### src/rtl/cnt5_pkg.sv
// Shared constants, enums and mod-5 helpers for the mod-5 count stream decoder.
package cnt5_pkg;

    localparam logic [2:0] ZERO  = 3'd0;
    localparam logic [2:0] ONE   = 3'd1;
    localparam logic [2:0] TWO   = 3'd2;
    localparam logic [2:0] THREE = 3'd3;
    localparam logic [2:0] FOUR  = 3'd4;

    typedef enum logic [1:0] {
        EMPTY  = 2'd0,
        PRIMED = 2'd1,
        LOCK   = 2'd2
    } dec_state_t;

    typedef enum logic [1:0] {
        UP           = 2'd0,
        DOWN         = 2'd1,
        BAD_STEP     = 2'd2,
        ILLEGAL_CODE = 2'd3
    } step_t;

    function automatic logic [2:0] inc5(input logic [2:0] x);
        return (x >= FOUR) ? ZERO : 3'(x + 3'd1);
    endfunction

    function automatic logic [2:0] dec5(input logic [2:0] x);
        return (x == ZERO) ? FOUR : 3'(x - 3'd1);
    endfunction

endpackage

### src/rtl/cnt5_step_cmp.sv
// Combinational classifier: compares a new mod-5 sample against the previous one.
module cnt5_step_cmp
    import cnt5_pkg::*;
(
    input  logic [2:0] prev,
    input  logic [2:0] cnt_in,
    output step_t      step
);

    // Illegal code is checked first so out-of-range values never alias a step.
    always_comb begin
        step = BAD_STEP;
        if (cnt_in > FOUR)
            step = ILLEGAL_CODE;
        else if (cnt_in == inc5(prev))
            step = UP;
        else if (cnt_in == dec5(prev))
            step = DOWN;
    end

endmodule

### src/rtl/cnt5_dir_decoder.sv
// Recovers up/down direction from a mod-5 count stream, flags bad codes/steps.
// Optional saturating error counter and err_cnt port under CNT5_DEC_ERRCNT_EN.
//
// state  | meaning
// EMPTY  | no reference sample held; next legal sample primes prev
// PRIMED | prev valid, no direction decoded yet
// LOCK   | last step was a legal up/down step; dir is valid
module cnt5_dir_decoder
    import cnt5_pkg::*;
#(
    parameter int RUN_W = 8
`ifdef CNT5_DEC_ERRCNT_EN
    , parameter int ERR_W = 8
`endif
) (
    input  logic             clk,
    input  logic             reset,
    input  logic             en,
    input  logic [2:0]       cnt_in,
    output logic             dir,
    output logic             dir_vld,
    output logic             err,
    output logic [RUN_W-1:0] run_len
`ifdef CNT5_DEC_ERRCNT_EN
    , output logic [ERR_W-1:0] err_cnt
`endif
);

    dec_state_t       state, state_nxt;
    logic [2:0]       prev, prev_nxt;
    logic             dir_nxt, err_nxt;
    logic [RUN_W-1:0] run_nxt;
    step_t            step;

    cnt5_step_cmp u_step_cmp (
        .prev   (prev),
        .cnt_in (cnt_in),
        .step   (step)
    );

    always_ff @(posedge clk or posedge reset) begin
        if (reset)
            state <= EMPTY;
        else
            state <= state_nxt;
    end

    always_comb begin
        state_nxt = state;
        if (en) begin
            if (state == EMPTY) begin
                if (step != ILLEGAL_CODE)
                    state_nxt = PRIMED;
            end else begin
                case (step)
                    UP, DOWN: state_nxt = LOCK;
                    BAD_STEP: state_nxt = PRIMED;
                    default:  state_nxt = EMPTY;
                endcase
            end
        end
    end

    // Next values for the registered data outputs.
    always_comb begin
        prev_nxt = prev;
        dir_nxt  = dir;
        run_nxt  = run_len;
        err_nxt  = 1'b0;
        if (en) begin
            if (step != ILLEGAL_CODE)
                prev_nxt = cnt_in;
            if (state == EMPTY) begin
                err_nxt = (step == ILLEGAL_CODE);
            end else begin
                case (step)
                    UP, DOWN: begin
                        dir_nxt = (step == UP);
                        if (state == PRIMED || dir != (step == UP))
                            run_nxt = RUN_W'(1);
                        else if (run_len != '1)
                            run_nxt = run_len + RUN_W'(1);
                    end
                    default: begin
                        err_nxt = 1'b1;
                        run_nxt = '0;
                    end
                endcase
            end
        end
    end

    always_ff @(posedge clk or posedge reset) begin
        if (reset) begin
            prev    <= ZERO;
            dir     <= 1'b0;
            err     <= 1'b0;
            run_len <= '0;
        end else begin
            prev    <= prev_nxt;
            dir     <= dir_nxt;
            err     <= err_nxt;
            run_len <= run_nxt;
        end
    end

    assign dir_vld = (state == LOCK);

`ifdef CNT5_DEC_ERRCNT_EN
    always_ff @(posedge clk or posedge reset) begin
        if (reset)
            err_cnt <= '0;
        else if (err_nxt && err_cnt != '1)
            err_cnt <= err_cnt + ERR_W'(1);
    end
`endif

endmodule

### config.mk
export PLATFORM = sky130hd
export DESIGN_NAME = cnt5_dir_decoder
export DESIGN_NICKNAME = d
export VERILOG_FILES = /design/src/rtl/cnt5_pkg.sv /design/src/rtl/cnt5_step_cmp.sv /design/src/rtl/cnt5_dir_decoder.sv
export SDC_FILE = /design/constraint.sdc
export NUM_CORES = 1
export LEC_CHECK = 0
export CAP_MARGIN = 15
export CELL_PAD_IN_SITES_DETAIL_PLACEMENT = 1
export CELL_PAD_IN_SITES_GLOBAL_PLACEMENT = 1
export CORE_UTILIZATION = 42
export CTS_CLUSTER_DIAMETER = 30
export DETAILED_ROUTE_END_ITERATION = 6
export GPL_TIMING_DRIVEN = 0
export PLACE_DENSITY_LB_ADDON = 0.08
export SLEW_MARGIN = 20
export SYNTH_ARGS = -nofsm -noshare
export SYNTH_HDL_FRONTEND = slang
export SYNTH_SLANG_ARGS = --single-unit
### constraint.sdc
create_clock -name clk -period 3.3 [get_ports clk]
set_input_delay 0.66 -clock clk [delete_from_list [all_inputs] [get_ports clk]]
set_output_delay 0.66 -clock clk [all_outputs]
set_load 0.02 [all_outputs]
==> metrics, run 1 <==
total power per unit cell area=472 nW/µm²; area grow syn2layout=22.0%; Fill cells=267; final non-filler cell total=157; RSZ-0062 raised after global routing=false; antenna cells=0; #FFs+latches synth=15; Num CTS Buffers=3; power consumption=579 µW; Placed Cells incl. Taps=153; sum of negative setup slack=0 ns; number of global-route vias before repair=883; drt drc=0; Clock transition at path regs=0.09 ns; Startpoint Class=input port; clock buffer depth=2; clock latency on the worst-skew pair=0.28 ns; die height=50.9 µm; Initial Utilization=45.0%; Net Count, Synth=119; routed vias/inst=5.70; DPL Wire Length=1870 µm; vias=895; Final Net Count=140; signal arrival time at the worst endpoint=2.73 ns; initial antenna violation count=0; Placer Congestion=0.812; hold_buf cts=0; worst relative slew slack=42.7%; Synth cell types=34; share of layout cells above drive strength 1=12.4%; Routed Antenna Nets=0; P_leak=0.000490 µW; clock root cell=clkbuf_4; Core ar.=2230 µm²; crit path capture type=flip-flop; critical path required time=3.49 ns; worst slew pin tran=0.851 ns; Final Max Slew Viols=0; gr ovfl total=0; crit-path max FO=8; Worst Hold Class=flip-flop to flip-flop; final setup fails=0; GRT Util Overall=22.1%; total of max-cap violations=0; WL final=2390 µm; setup bufs post-CTS=0; Final Hold Vio Count=0; worst vdd rail ir drop=259 µV; # rows=17; Port-buffer cells=16; Syn Area/Cell=9.23 µm²; Die Width=50.9 µm; post-CTS resize count=0; clock sink count=15; mapped cell area=1010 µm²; kind of critical path=input port to flip-flop; Seq/Total Area, Yosys=37.3%; Die ar.=2590 µm²; Fin Hold WS=0.559 ns; DR WL/cell=15.2 µm; largest net degree at the start of global routing=16; CTS tree=done; Cells after Synth=109; io pins=17; crit path time final=2.54 ns; f_max=0.394 GHz; first-pass GRT wire length=4170 µm; post-route clock period utilization=77.0%; Ys Warns=0; worst clock skew=0.00704 ns; First-pass DRT Iterations=4; Starting DRT DRC Count=17; status=finished clean; H-tree depth=1
cell usage after synthesis, drive strengths merged:
cell type / n / area [µm²]
buf: 1 / 5.00
clkbuf: 1 / 3.75
dfrtp: 15 / 375
nand2: 9 / 33.8
a31oi: 5 / 46.3
o22ai: 3 / 18.8
xnor2: 3 / 33.8
a211oi: 2 / 27.5
o21ai: 6 / 30.0
a41oi: 1 / 16.3
a31o: 1 / 8.76
mux2i: 1 / 10.0
nand4bb: 1 / 11.3
mux2: 5 / 56.3
nand3b: 1 / 7.51
o22a: 2 / 18.8
ha: 4 / 50.1
or2: 1 / 6.26
nand3: 5 / 25.0
inv: 5 / 18.8
a21oi: 10 / 50.1
nor3: 2 / 10.0
and2: 1 / 6.26
nor2: 9 / 33.8
nand4: 6 / 37.5
nor2b: 2 / 12.5
and3: 3 / 18.8
xor2: 2 / 17.5
or4b: 1 / 10.0
nand2b: 1 / 6.26
layout by cell type (no fill, tap or decap), types with 2 or more instances in the layout:
| master | Yosys | final |
|---|---|---|
| clkdlybuf4s50_1 | 0 | 16 |
| dfrtp_1 | 15 | 15 |
| a21oi_1 | 10 | 10 |
| nor2_1 | 9 | 9 |
| nand2_1 | 9 | 9 |
| o21ai_0 | 6 | 6 |
| nand4_1 | 6 | 6 |
| inv_1 | 5 | 5 |
| mux2_2 | 5 | 5 |
| nand3_1 | 5 | 5 |
| a31oi_1 | 4 | 4 |
| ha_1 | 4 | 4 |
| and3_1 | 3 | 3 |
| o22ai_1 | 3 | 3 |
| clkbuf_4 | 0 | 3 |
| xor2_1 | 2 | 2 |
| xnor2_1 | 2 | 2 |
| nor3_1 | 2 | 2 |
| nor2b_1 | 2 | 2 |
| clkbuf_1 | 1 | 2 |
final timing paths:
| kind | start | end | slack [ns] | depth (start not counted) |
|---|---|---|---|---|
| min in group asynchronous | reset | err | 0.73 | 2 |
| min | prev[1] | prev[1] | 0.56 | 1 |
| max in group asynchronous | reset | run_len[7] | 2.19 | 2 |
| max | cnt_in[1] | run_len[0] | 0.76 | 7 |
| max reg2reg | prev[0] | run_len[0] | 1.02 | 8 |
| min reg2reg | prev[1] | prev[1] | 0.56 | 1 |
logic make-up (layout without fill, tap and decap cells):
group / Yosys count / after routing / synth area share, %
buf+inv: 7 / 27 / 2.74
compound gates: 30 / 30 / 21.5
simple gates: 42 / 42 / 21.8
mux: 6 / 6 / 6.59
fa+ha+maj: 4 / 4 / 4.98
flops: 15 / 15 / 37.3
xor+xnor: 5 / 5 / 5.10
registers in the layout, summed over array words and instances, names as in the netlist:
register and cells:
err 1, state 2, run_len 8, prev 3, dir 1
critical path, cell delays in order:
cell             delay [ns]
clkdlybuf4s50_1        0.52
o21ai_0                0.48
inv_1                  0.15
a211oi_4               0.27
xnor2_2                0.24
a41oi_2                0.17
o22a_2                 0.24
cell type report:
class                           instances  area, µm²  area share, %
Inverter                                5       18.8           1.53
Clock buffer                            4       26.3           2.14
Timing Repair Buffer                   16        160           13.0
Sequential cell                        15        375           30.6
Tap cell                               28       35.0           2.85
Buffer                                  2       8.76          0.714
Multi-Input combinational cell         87        603           49.1
metrics by stage:
step	util (%)	worst slack, ns	cell area [µm²]
2_1_floorplan	-	1.25	1010
3_3_place_gp	53.8	0.520	1200
3_5_place_dp	53.8	0.481	1200
4_1_cts	55.0	0.786	1230
5_1_grt	55.0	0.537	1230
6_report	55.0	0.759	1230
power by group:
| part | internal [µW] | switching [µW] |
|---|---|---|
| clock | 46.9 | 60.3 |
| sequential | 207 | 34.6 |
| combinational | 103 | 126 |
routing by layer:
| metal | routed length, µm | up-vias | GRT usage, % |
|---|---|---|---|
| met5 | 0 | - | 0 |
| met4 | 17 | 0 | 7.87 |
| met3 | 50 | 2 | 5.65 |
| met2 | 1140 | 11 | 34.6 |
| met1 | 1190 | 439 | 29.1 |
| li1 | - | 443 | - |
Note: power is estimated with default switching activity, not from simulation.
==> inputs of run 2 (changes only) <==
--- a/config.mk
+++ b/config.mk
@@ -8,7 +8,7 @@
 export CAP_MARGIN = 15
 export CELL_PAD_IN_SITES_DETAIL_PLACEMENT = 1
 export CELL_PAD_IN_SITES_GLOBAL_PLACEMENT = 1
-export CORE_UTILIZATION = 42
+export CORE_UTILIZATION = 39
 export CTS_CLUSTER_DIAMETER = 30
 export DETAILED_ROUTE_END_ITERATION = 6
 export GPL_TIMING_DRIVEN = 0
==> constraint.sdc (replaced) <==
create_clock -name clk -period 2.45 [get_ports clk]
set_input_delay 0.49 -clock clk [delete_from_list [all_inputs] [get_ports clk]]
set_output_delay 0.49 -clock clk [all_outputs]
set_load 0.02 [all_outputs]
==> run 2 against run 1 <==
  * Global-route usage fell by 3.3 points
  * First-iteration DRC count fell by 71%
  * Largest cell class unchanged
  * Cell area rose by 0.20%
  * Routed wire length fell by 3.2%
  * Clock skew rose by 0.00050 ns
  * Critical path depth did not move
  * Cell count rose by 1.3%
  * Sequential share of layout area fell by 0.062 points
  * Largest power group unchanged
==> metrics, run 2 (synthesized netlist as in run 1, its figures left out) <==
area grow syn2layout=22.3% (was 22.0%); max reg flops=8 (unchanged); initial antenna violation count=0 (unchanged); f_max=0.440 GHz; critical path required time=2.64 ns (was 3.49 ns); crit-path max FO=8 (unchanged); largest net degree at the start of global routing=16 (unchanged); worst vdd rail ir drop=452 µV (was 259 µV); post-route cell area=1230 µm² (about the same); Crit. path cell count=7 (unchanged); gr ovfl total=0 (unchanged); vias=905 (was 895); Num CTS Buffers=3 (unchanged); antenna cells=0 (unchanged); reg2reg start=prev[0] (unchanged); # rows=18 (was 17); CP delay by family, top=compound AO/OA/AOI/OAI gates (unchanged); Clock transition at path regs=0.10 ns (was 0.09 ns); clock buffer depth=2 (unchanged); final setup fails=0 (unchanged); Final Hold Vio Count=0 (unchanged); io pins=17 (unchanged); drt drc=0 (unchanged); Critical R2R Capture=dir (was run_len[0]); Fill cells=299 (was 267); Starting DRT DRC Count=5 (was 17); CTS tree=done (unchanged); Worst Hold Class=flip-flop to flip-flop (unchanged); Die Width=52.8 µm (was 50.9 µm); Startpoint Class=input port (unchanged); M2 GR Usage=33.1% (was 34.6%); Sequential Area=375 µm² (unchanged); Routed Antenna Nets=0 (unchanged); Regs by FF count=run_len (8), prev (3), state (2) (unchanged); Worst Setup SP=cnt_in[1] (unchanged); most common cell after layout, fill and taps aside=clkdlybuf4s50_1 (unchanged); die height=52.8 µm (was 50.9 µm); met1 global-route usage=21.2% (was 29.1%); number of global-route vias before repair=836 (was 883); DR WL/cell=14.6 µm (was 15.2 µm); kind of critical path=input port to flip-flop (unchanged); area of the multi-input gates=603 µm² (unchanged); First-pass DRT Iterations=6 (was 4); worst clock skew=0.00754 ns (was 0.00704 ns); post-route clock period utilization=92.8%; FF-to-FF path depth=8 (unchanged); total of max-cap violations=0 (unchanged); crit path capture=run_len[0] (unchanged); met3 Resource Use GR=2.61% (was 5.65%); Final Net Count=140 (unchanged); Initial Utilization=41.0% (was 45.0%); clock latency on the worst-skew pair=0.29 ns (was 0.28 ns); reg-to-reg slack, setup=0.21 ns (was 1.02 ns); final core occ=50.1% (was 55.0%); total power per unit cell area=632 nW/µm² (was 472 nW/µm²); crit path capture type=flip-flop (unchanged); first-pass GRT wire length=3690 µm (was 4170 µm); gr busiest metal=met2 (unchanged); worst relative slew slack=39.5% (was 42.7%); GRT Util Overall=18.7% (was 22.1%); status=finished clean (unchanged); Placer Congestion=0.762 (was 0.812); Core ar.=2450 µm² (was 2230 µm²); signal arrival time at the worst endpoint=2.47 ns (was 2.73 ns); CP cell instances=clkdlybuf4s50_1 -> nand4bb_1 -> o22a_1 -> a211oi_4 -> xnor2_2 -> a31oi_1 -> o22a_2 (was clkdlybuf4s50_1 -> o21ai_0 -> inv_1 -> a211oi_4 -> xnor2_2 -> a41oi_2 -> o22a_2); Area after DPL=1200 µm² (about the same); sum of negative setup slack=0 ns (unchanged); RSZ-0062 raised after global routing=false (unchanged); DPL Wire Length=1800 µm (was 1870 µm); worst slew pin tran=0.898 ns (was 0.851 ns); WL final=2310 µm (was 2390 µm); Max stage delay on crit path=0.53 ns (was 0.52 ns); hold_buf cts=0 (unchanged); crit path time final=2.27 ns; Worst path slowest cell=clkdlybuf4s50_1 (unchanged); share of layout cells above drive strength 1=12.4% (unchanged); Port-buffer cells=16 (unchanged); most flop-heavy register=run_len (unchanged); H-tree depth=1 (unchanged); clock root cell=clkbuf_4 (unchanged); Final Max Slew Viols=0 (unchanged); P_leak=0.000490 µW (about the same); Die ar.=2790 µm² (was 2590 µm²); most frequent cells in the layout=16 x clkdlybuf4s50_1, 15 x dfrtp_1, 10 x a21oi_1 (unchanged); CP Buf/Inv Count=1 (was 2); clock sink count=15 (unchanged); routed vias/inst=5.69 (was 5.70)
-- run 2: changes by cell type in the layout (fill, tap and decap cells not counted) --
cell,change
o21ai_0,-1
o21ai_1,+1
-- run 2: final cells by class --
cell class,count,share of cell area [%]
Clock buffer,4,2.14
Buffer,2,0.712
Timing Repair Buffer,16,13.0
Inverter,5,1.53
Sequential cell,15,30.5
Tap cell,30,3.05
Multi-Input combinational cell,87,49.0
-- run 2: repair_timing --
action | CTS | global route
gates resized for setup | 0 | 1
setup endpoints to repair | 0 | 6
buffers inserted | 0 | 0
-- run 2: stage by stage --
step | total power, µW | std cells | setup WS, ns | hold slack, ns
6_report | 777 | 159 | 0.176 | 0.541
5_1_grt | 830 | 159 | 0.0351 | 0.567
4_1_cts | 790 | 159 | 0.0142 | 0.548
3_5_place_dp | 638 | 155 | -0.299 | 0.526
3_3_place_gp | 627 | 155 | -0.261 | 0.520
2_1_floorplan | 534 | 109 | 0.398 | 0.391
-- run 2: layer usage --
layer  wire, µm  share of wire (%)
met1       1010                 44
met2       1200                 52
met3         47                2.0
met4         49                2.1
met5          0                  0
-- run 2: power by group --
| part | switching (µW) | leakage [µW] | internal, µW |
|---|---|---|---|
| clock network | 85.1 | 0.0000150 | 63.3 |
| registers | 44.2 | 0.000196 | 279 |
| logic | 167 | 0.000279 | 138 |
-- run 2: worst min path at each step --
stage	depth (start not counted)	startpoint	end
2_1_floorplan	1	reset	dir
3_5_place_dp	1	prev[1]	prev[1]
4_1_cts	1	prev[1]	prev[1]
6_report	1	prev[1]	prev[1]
5_1_grt	1	prev[1]	prev[1]
3_3_place_gp	1	prev[1]	prev[1]
==> inputs of run 3 (changes only) <==
--- a/config.mk
+++ b/config.mk
@@ -13,7 +13,7 @@
 export DETAILED_ROUTE_END_ITERATION = 6
 export GPL_TIMING_DRIVEN = 0
 export PLACE_DENSITY_LB_ADDON = 0.08
-export SLEW_MARGIN = 20
+export SLEW_MARGIN = 40
 export SYNTH_ARGS = -nofsm -noshare
 export SYNTH_HDL_FRONTEND = slang
 export SYNTH_SLANG_ARGS = --single-unit
==> run 3 against run 2 <==
  * Global-route usage is the same
  * Non-clock buffer count is the same
  * Flip-flop and latch count is the same
  * Cell area is the same
  * Total power is essentially flat
  * Critical endpoint unchanged
  * Clock skew is essentially flat
  * Sequential power is essentially flat
  * Critical path depth is the same
==> metrics, run 3 (synthesized netlist as in run 1, its figures left out) <==
most flop-heavy register=run_len (unchanged); kind of critical path=input port to flip-flop (unchanged); Core ar.=2450 µm² (unchanged); share of layout cells above drive strength 1=12.4% (unchanged); crit path capture type=flip-flop (unchanged); max reg flops=8 (unchanged); Max stage delay on crit path=0.53 ns (about the same); Clock transition at path regs=0.10 ns (about the same); final core occ=50.1% (unchanged); area grow syn2layout=22.3% (unchanged); CP delay by family, top=compound AO/OA/AOI/OAI gates (unchanged); drt drc=0 (unchanged); Worst Hold Class=flip-flop to flip-flop (unchanged); WL final=2320 µm (was 2310 µm); worst relative slew slack=61.1% (was 39.5%); total power per unit cell area=632 nW/µm² (about the same); reg-to-reg slack, setup=0.21 ns (about the same); Fin Hold WS=0.541 ns (about the same); vias=902 (was 905); clock buffer depth=2 (unchanged); crit-path max FO=8 (unchanged); CP Buf/Inv Count=1 (unchanged); most common cell after layout, fill and taps aside=clkdlybuf4s50_1 (unchanged); RSZ-0062 raised after global routing=false (unchanged); Worst Setup Slack, final=0.192 ns (was 0.176 ns); worst slew pin tran=0.580 ns (was 0.898 ns); hold_buf cts=0 (unchanged); H-tree depth=1 (unchanged); worst vdd rail ir drop=452 µV (about the same); Worst path slowest cell=clkdlybuf4s50_1 (unchanged); DR WL/cell=14.6 µm (about the same); # rows=18 (unchanged); die height=52.8 µm (unchanged); Placed Cells incl. Taps=155 (unchanged); power consumption=778 µW (was 777 µW); Num CTS Buffers=3 (unchanged); CP cell instances=clkdlybuf4s50_1 -> nand4bb_1 -> o22a_1 -> a211oi_4 -> xnor2_2 -> a31oi_1 -> o22a_2 (unchanged); Fill cells=299 (unchanged); crit path time final=2.26 ns (was 2.27 ns); post-CTS resize count=0 (unchanged); initial antenna violation count=0 (unchanged); gr ovfl total=0 (unchanged); first-pass GRT wire length=3690 µm (unchanged); clock root cell=clkbuf_4 (unchanged); Place WS=-0.299 ns (unchanged); clock sink count=15 (unchanged); total of max-cap violations=0 (unchanged); clock latency on the worst-skew pair=0.29 ns (about the same); status=finished clean (unchanged); Startpoint Class=input port (unchanged); number of global-route vias before repair=836 (unchanged); Regs by FF count=run_len (8), prev (3), state (2) (unchanged); most frequent cells in the layout=16 x clkdlybuf4s50_1, 15 x dfrtp_1, 10 x a21oi_1 (unchanged); antenna cells=0 (unchanged); P_leak=0.000490 µW (about the same); GRT Util Overall=18.7% (unchanged); largest net degree at the start of global routing=16 (unchanged); Final Max Slew Viols=0 (unchanged); io pins=17 (unchanged); Final Hold Vio Count=0 (unchanged); DPL Wire Length=1800 µm (unchanged); Starting DRT DRC Count=5 (unchanged); First-pass DRT Iterations=6 (unchanged); worst clock skew=0.00801 ns (was 0.00754 ns); critical path required time=2.64 ns (about the same); final setup fails=0 (unchanged); routed vias/inst=5.67 (was 5.69); post-route clock period utilization=92.2% (was 92.8%); Final Net Count=140 (unchanged); signal arrival time at the worst endpoint=2.45 ns (was 2.47 ns); f_max=0.443 GHz (was 0.440 GHz); CTS tree=done (unchanged); Die Width=52.8 µm (unchanged); Die ar.=2790 µm² (unchanged); final non-filler cell total=159 (unchanged); setup bufs post-CTS=0 (unchanged); Port-buffer cells=16 (unchanged); Routed Antenna Nets=0 (unchanged); Placer Congestion=0.762 (unchanged); Initial Utilization=41.0% (unchanged)
==> run 3: final timing paths <==
path | end | startpoint | cells past startpoint
setup / recovery | run_len[0] | cnt_in[1] | 7
hold / removal | prev[1] | prev[1] | 1
setup reg to reg | dir | prev[0] | 8
hold reg to reg | prev[1] | prev[1] | 1
max in group asynchronous | run_len[7] | reset | 2
min in group asynchronous | err | reset | 2
==> run 3: routing by layer <==
metal / global-route usage [%] / vias to the layer above / wire length, µm
met3: 2.61 / 4 / 47
li1: - / 446 / -
met4: 10.5 / 0 / 49
met1: 21.2 / 440 / 1020
met5: 0 / - / 0
met2: 33.1 / 12 / 1200
==> run 3: metrics by stage <==
stage	TNS (ns)	area, µm²
6_report	0	1230
5_1_grt	0	1230
4_1_cts	0	1230
3_5_place_dp	-2.20	1200
3_3_place_gp	-1.80	1200
2_1_floorplan	0	1010
==> run 3: area by class of cell <==
type | count | area [µm²] | share of cell area (%)
Buffer | 2 | 8.76 | 0.712
Clock buffer | 4 | 26.3 | 2.14
Inverter | 5 | 18.8 | 1.53
Multi-Input combinational cell | 87 | 603 | 49.0
Sequential cell | 15 | 375 | 30.5
Tap cell | 30 | 37.5 | 3.05
Timing Repair Buffer | 16 | 160 | 13.0
==> run 3: worst reg2reg max path: stages (launching register included) <==
cell	delay, ns
dfrtp_1	0.44
inv_1	0.10
ha_1	0.22
mux2_2	0.35
a21oi_1	0.14
o21ai_0	0.15
a31o_2	0.33
nand2_1	0.09
mux2_2	0.33
==> run 3: where the power goes <==
group          switching, µW  internal (µW)
registers               44.8            279
clock network           84.8           63.3
logic                    167            138
